==> config.mk <==
export PLATFORM = sky130hd
export DESIGN_NAME = icache_fill_controller
export DESIGN_NICKNAME = d
export VERILOG_FILES = /design/src/rtl/icache_fill_controller_pkg.sv /design/src/rtl/icache_fill_controller.sv
export SDC_FILE = /design/constraint.sdc
export NUM_CORES = 1
export LEC_CHECK = 0
export ABC_AREA = 1
export CORE_MARGIN = 5
export CORE_UTILIZATION = 32
export CTS_CLUSTER_SIZE = 16
export DETAILED_ROUTE_END_ITERATION = 6
export GPL_ROUTABILITY_DRIVEN = 0
export PLACE_DENSITY = 0.95
export SLEW_MARGIN = 20
export SYNTH_ARGS = -nofsm -noshare
export SYNTH_HDL_FRONTEND = slang
export SYNTH_SLANG_ARGS = --single-unit
==> constraint.sdc <==
create_clock -name clk -period 4.75 [get_ports clk]
set_clock_uncertainty 0.2 [all_clocks]
set_input_delay 1.1875 -clock clk [delete_from_list [all_inputs] [get_ports clk]]
set_output_delay 1.1875 -clock clk [all_outputs]
set_load 0.01 [all_outputs]
==> src/rtl/icache_fill_controller_pkg.sv <==
// Shared types, default-geometry constants and address-split helpers for the
// I-cache line refill controller.
package icache_fill_controller_pkg;

  typedef enum logic [2:0] {
    ST_IDLE,
    ST_REQ,
    ST_FILL,
    ST_TAG,
    ST_DONE
  } fill_state_e;

  // Default geometry: 32-bit addresses, 32-byte lines, 64-bit beats, 128 sets.
  localparam int ADDR_WIDTH   = 32;
  localparam int LINE_BYTES   = 32;
  localparam int BEAT_WIDTH   = 64;
  localparam int INDEX_WIDTH  = 7;
  localparam int BEATS        = LINE_BYTES * 8 / BEAT_WIDTH;
  localparam int OFFSET_WIDTH = $clog2(LINE_BYTES);
  localparam int TAG_WIDTH    = ADDR_WIDTH - INDEX_WIDTH - OFFSET_WIDTH;

  // Helpers work on a 64-bit container so any address width up to 64 fits;
  // callers size-cast the result down to their own field width.
  function automatic logic [63:0] to_line_addr(input logic [63:0] addr, input int offset_w);
    logic [63:0] mask;
    mask = ~((64'd1 << offset_w) - 64'd1);
    return addr & mask;
  endfunction

  function automatic logic [63:0] to_index(input logic [63:0] addr, input int offset_w,
                                           input int index_w);
    logic [63:0] mask;
    mask = (64'd1 << index_w) - 64'd1;
    return (addr >> offset_w) & mask;
  endfunction

  function automatic logic [63:0] to_tag(input logic [63:0] addr, input int tag_shift);
    return addr >> tag_shift;
  endfunction

endpackage

==> src/rtl/icache_fill_controller.sv <==
// I-cache line refill sequencer: latches a fetch miss, issues one line
// request, steers the returned beats into the data array, writes the tag
// last and then reports the line resident to the fetch stage.
module icache_fill_controller #(
  parameter  int ADDR_WIDTH      = 32,
  parameter  int LINE_BYTE_WIDTH = 32,
  parameter  int BEAT_WIDTH      = 64,
  parameter  int INDEX_WIDTH     = 7,
  localparam int BEATS           = LINE_BYTE_WIDTH * 8 / BEAT_WIDTH,
  localparam int BEAT_IDX_W      = (BEATS > 1) ? $clog2(BEATS) : 1,
  localparam int OFFSET_WIDTH    = $clog2(LINE_BYTE_WIDTH),
  localparam int TAG_WIDTH       = ADDR_WIDTH - INDEX_WIDTH - OFFSET_WIDTH
) (
  input  logic                   clk,
  input  logic                   rst,
  input  logic                   missValid,
  input  logic [ADDR_WIDTH-1:0]  missAddr,
  input  logic                   flush,
  output logic                   memReqValid,
  input  logic                   memReqReady,
  output logic [ADDR_WIDTH-1:0]  memReqAddr,
  input  logic                   memRspValid,
  input  logic [BEAT_WIDTH-1:0]  memRspData,
  output logic                   dataWE,
  output logic [INDEX_WIDTH-1:0] dataIndex,
  output logic [BEAT_IDX_W-1:0]  dataBeat,
  output logic [BEAT_WIDTH-1:0]  dataWord,
  output logic                   tagWE,
  output logic [TAG_WIDTH-1:0]   tagValue,
  output logic                   busy,
  output logic                   fillDone
);

  import icache_fill_controller_pkg::*;

  localparam logic [BEAT_IDX_W-1:0] LAST_BEAT = BEAT_IDX_W'(BEATS - 1);

  fill_state_e             state_q, state_d;
  logic [BEAT_IDX_W-1:0]   beat_q, beat_d;
  logic                    squashed_q, squashed_d;
  logic [ADDR_WIDTH-1:0]   line_addr_q, line_addr_d;
  logic                    req_valid_q, req_valid_d;
  logic                    tag_we_q, tag_we_d;
  logic                    fill_done_q, fill_done_d;
  logic                    busy_q, busy_d;
  logic                    fill_wr;

  // Next-state, beat counter, squash tracking and registered-output decode.
  always_comb begin
    state_d     = state_q;
    beat_d      = beat_q;
    squashed_d  = squashed_q;
    line_addr_d = line_addr_q;
    fill_wr     = 1'b0;
    case (state_q)
      ST_IDLE: begin
        if (missValid && !flush) begin
          line_addr_d = ADDR_WIDTH'(to_line_addr(64'(missAddr), OFFSET_WIDTH));
          squashed_d  = 1'b0;
          state_d     = ST_REQ;
        end
      end
      ST_REQ: begin
        // Once memory has taken the request it cannot be cancelled, so a
        // simultaneous flush only suppresses the completion pulse.
        if (memReqReady) begin
          state_d = ST_FILL;
          beat_d  = '0;
          if (flush) squashed_d = 1'b1;
        end else if (flush) begin
          state_d = ST_IDLE;
        end
      end
      ST_FILL: begin
        if (flush) squashed_d = 1'b1;
        if (memRspValid) begin
          fill_wr = 1'b1;
          if (beat_q == LAST_BEAT) begin
            beat_d  = '0;
            state_d = ST_TAG;
          end else begin
            beat_d = beat_q + 1'b1;
          end
        end
      end
      ST_TAG: begin
        // The line is still written in full; a late flush only hides fillDone.
        if (flush) squashed_d = 1'b1;
        state_d = ST_DONE;
      end
      ST_DONE: state_d = ST_IDLE;
      default: state_d = ST_IDLE;
    endcase

    req_valid_d = (state_d == ST_REQ);
    tag_we_d    = (state_d == ST_TAG);
    fill_done_d = (state_d == ST_DONE) && !squashed_d;
    busy_d      = (state_d != ST_IDLE);
  end

  // Single state register for the FSM, its counter and its registered outputs.
  always_ff @(posedge clk or posedge rst) begin
    if (rst) begin
      state_q     <= ST_IDLE;
      beat_q      <= '0;
      squashed_q  <= 1'b0;
      line_addr_q <= '0;
      req_valid_q <= 1'b0;
      tag_we_q    <= 1'b0;
      fill_done_q <= 1'b0;
      busy_q      <= 1'b0;
    end else begin
      state_q     <= state_d;
      beat_q      <= beat_d;
      squashed_q  <= squashed_d;
      line_addr_q <= line_addr_d;
      req_valid_q <= req_valid_d;
      tag_we_q    <= tag_we_d;
      fill_done_q <= fill_done_d;
      busy_q      <= busy_d;
    end
  end

  assign memReqValid = req_valid_q;
  assign memReqAddr  = line_addr_q;
  assign dataWE      = fill_wr;
  assign dataBeat    = beat_q;
  assign dataWord    = fill_wr ? memRspData : '0;
  assign dataIndex   = INDEX_WIDTH'(to_index(64'(line_addr_q), OFFSET_WIDTH, INDEX_WIDTH));
  assign tagWE       = tag_we_q;
  assign tagValue    = TAG_WIDTH'(to_tag(64'(line_addr_q), OFFSET_WIDTH + INDEX_WIDTH));
  assign busy        = busy_q;
  assign fillDone    = fill_done_q;

  // Response beats are only legal while a fill is collecting data.
  property p_rsp_only_in_fill;
    @(posedge clk) disable iff (rst) memRspValid |-> (state_q == ST_FILL);
  endproperty
  a_rsp_only_in_fill: assert property (p_rsp_only_in_fill);

endmodule

==> metrics.txt <==
outcome finished, final reports clean; reg2reg start state_q[0]; critical path data arrival time 2.76 ns; Worst R2R Path Depth 6; worst hold path class reg2reg; DP Wirelength 7072 µm; Clock Sinks 37; DRT iter0 DRCs 71; Vias 2458; Yosys reg bits 37; Reg clk slew, reported paths around 0.070 ns; first-pass GRT wire length 11940 µm; PortBufs 221; IO Count 232; total negative slack 0 ns; Util after Layout 0.6195; Seq/Total Area, Yosys 0.3974; Congestion Overflow GR 0; Post-CTS Resized 0; crit path kind in2out; RSZ-0062 raised after global routing no; Hold Crit Start squashed_q; worst skew pair latency about 0.27 ns; Leakage 2.262 nW; Syn-to-layout area delta 90.82%; initial antenna violation count 0; crit path from memRspValid; Diodes inserted 0; largest net degree at the start of global routing 57; highest-count cells in the layout ignoring fill and taps clkdlybuf4s50_1, inv_1, nor2_1, nand2_1, dfrtp_1; power density cells 421.2 nW/µm²; core area roughly 7200 µm²; synthesized area between 2000 and 2500 µm²; Final Hold Fails 0; postcts setup bufs 0; DR DRC count 0; top post-synthesis cells by area dfrtp_1, inv_1, nor2_1; Max H-tree Level 2; Hold-fix buffers, CTS 0; die height 95.33 µm; hold path depth 2; # rows 31; Initial Utilization 0.3247; cell taking the most area after synthesis dfrtp_1; Netlist cell types 18; Finished Cell Area 4446 µm²; CTS tree built; share of Yosys cell area claimed by the top area cell type 0.3974; Final Cycle Share 0.8722; Setup violations, final 0; share of layout cells above drive strength 1 0.05545; warnings from Yosys 0; Total Wirelength 8202 µm; Worst Setup End Kind primary output; worst path required time about 3.4 ns; vias in the first global route ~2500; Critical Path Fanout Max 39; Post-Syn Instances 331; pins over their slew limit 0; ANT nets after route 0; DR pass1 iterations 6; Nets between 600 and 700; CTS root buffer clkbuf_8; Max-slew headroom 0.6152; min Tclk post-route around 4.1 ns; Clock Tree Buf Depth 2; placed instance area between 4000 and 5000 µm²; Worst Setup Start Kind input pin; maximum VDD drop roughly 0.0003 V; die area 9087 µm²; fmax about 240 MHz; average vias per placed instance between 3 and 4; Slew @ Worst Pin 0.5772 ns; Num CTS Buffers 5; mean cell area of the mapped netlist 7.038 µm²; most common cell after layout, fill and taps aside clkdlybuf4s50_1; GRT Total Usage 0.1668; Die Wd ~95 µm; wire per inst 13.19 µm; MaxCap Viol Count 0
cell families after synthesis:
logic type,after synthesis,synth area share
adder cells (fa/ha/maj),1,0.005370
AND/OR/NAND/NOR,119,0.2014
flip-flops,37,0.3974
AO/OA/AOI/OAI,27,0.08217
buffers and inverters,146,0.3120
other,1,0.001610
flip-flops by register name, indices dropped and copies added (netlist names):
signal,cells
busy,1
dataBeat,2
fillDone,1
memReqAddr,27
memReqValid,1
squashed_q,1
state_q,3
tagWE,1
final timing paths:
check / end / slack (ns)
setup / recovery: dataWord[33] / 0.61
hold / removal: squashed_q / 0.30
setup reg to reg: busy / 3.02
max in group asynchronous: dataBeat[1] / 2.71
hold reg to reg: squashed_q / 0.30
min in group asynchronous: memReqAddr[15] / 1.08
synthesized netlist by cell type (all sizes together):
cell and n:
inv 101, clkbuf 1, ha 1, dfrtp 37, nand4 2, o21ai 27
nor3 1, buf 44, nand3 6, conb 1, nor2 71, nand2 39
power breakdown:
group | switching [W] | internal, W
sequential | 0.000107 | 0.000448
combinational | 0.000468 | 0.000644
clock | 0.000104 | 0.000102
routing by layer:
layer / GRT usage / share of wire
met1: 0.1670 / 0.34
met2: 0.3213 / 0.55
met3: 0.05525 / 0.099
met4: 0.05168 / 0.019
met5: 0 / 0
area by class of cell:
| class | count | area [µm²] |
|---|---|---|
| inverter | 101 | 379.1 |
| clock buffer | 6 | 72.57 |
| fill | 592 | 2730 |
| tap | 99 | 123.9 |
| multi-input combinational | 152 | 691.9 |
| timing repair buffer | 225 | 2242 |
| clock inverter | 2 | 10.01 |
| sequential | 37 | 925.9 |
critical path, cell delays in order:
cell and delay, ns:
clkdlybuf4s50_1 0.47, nand4_2 0.11, buf_4 0.27, nor2_1 0.15
clkdlybuf4s50_1 0.56
through the flow:
stage               total power [W]  cells  hold slack, ns  worst slack [ns]
finish                     0.001872    622          0.2994            0.6071
global route               0.002002    622          0.3423            0.5155
CTS                        0.001905    622          0.3123            0.5983
detailed placement         0.001689    614          0.2934            0.6026
global placement           0.001650    614          0.2618            0.6518
floorplan                  0.001118    335          0.2455             1.552
(Power assumes the default switching activity.)
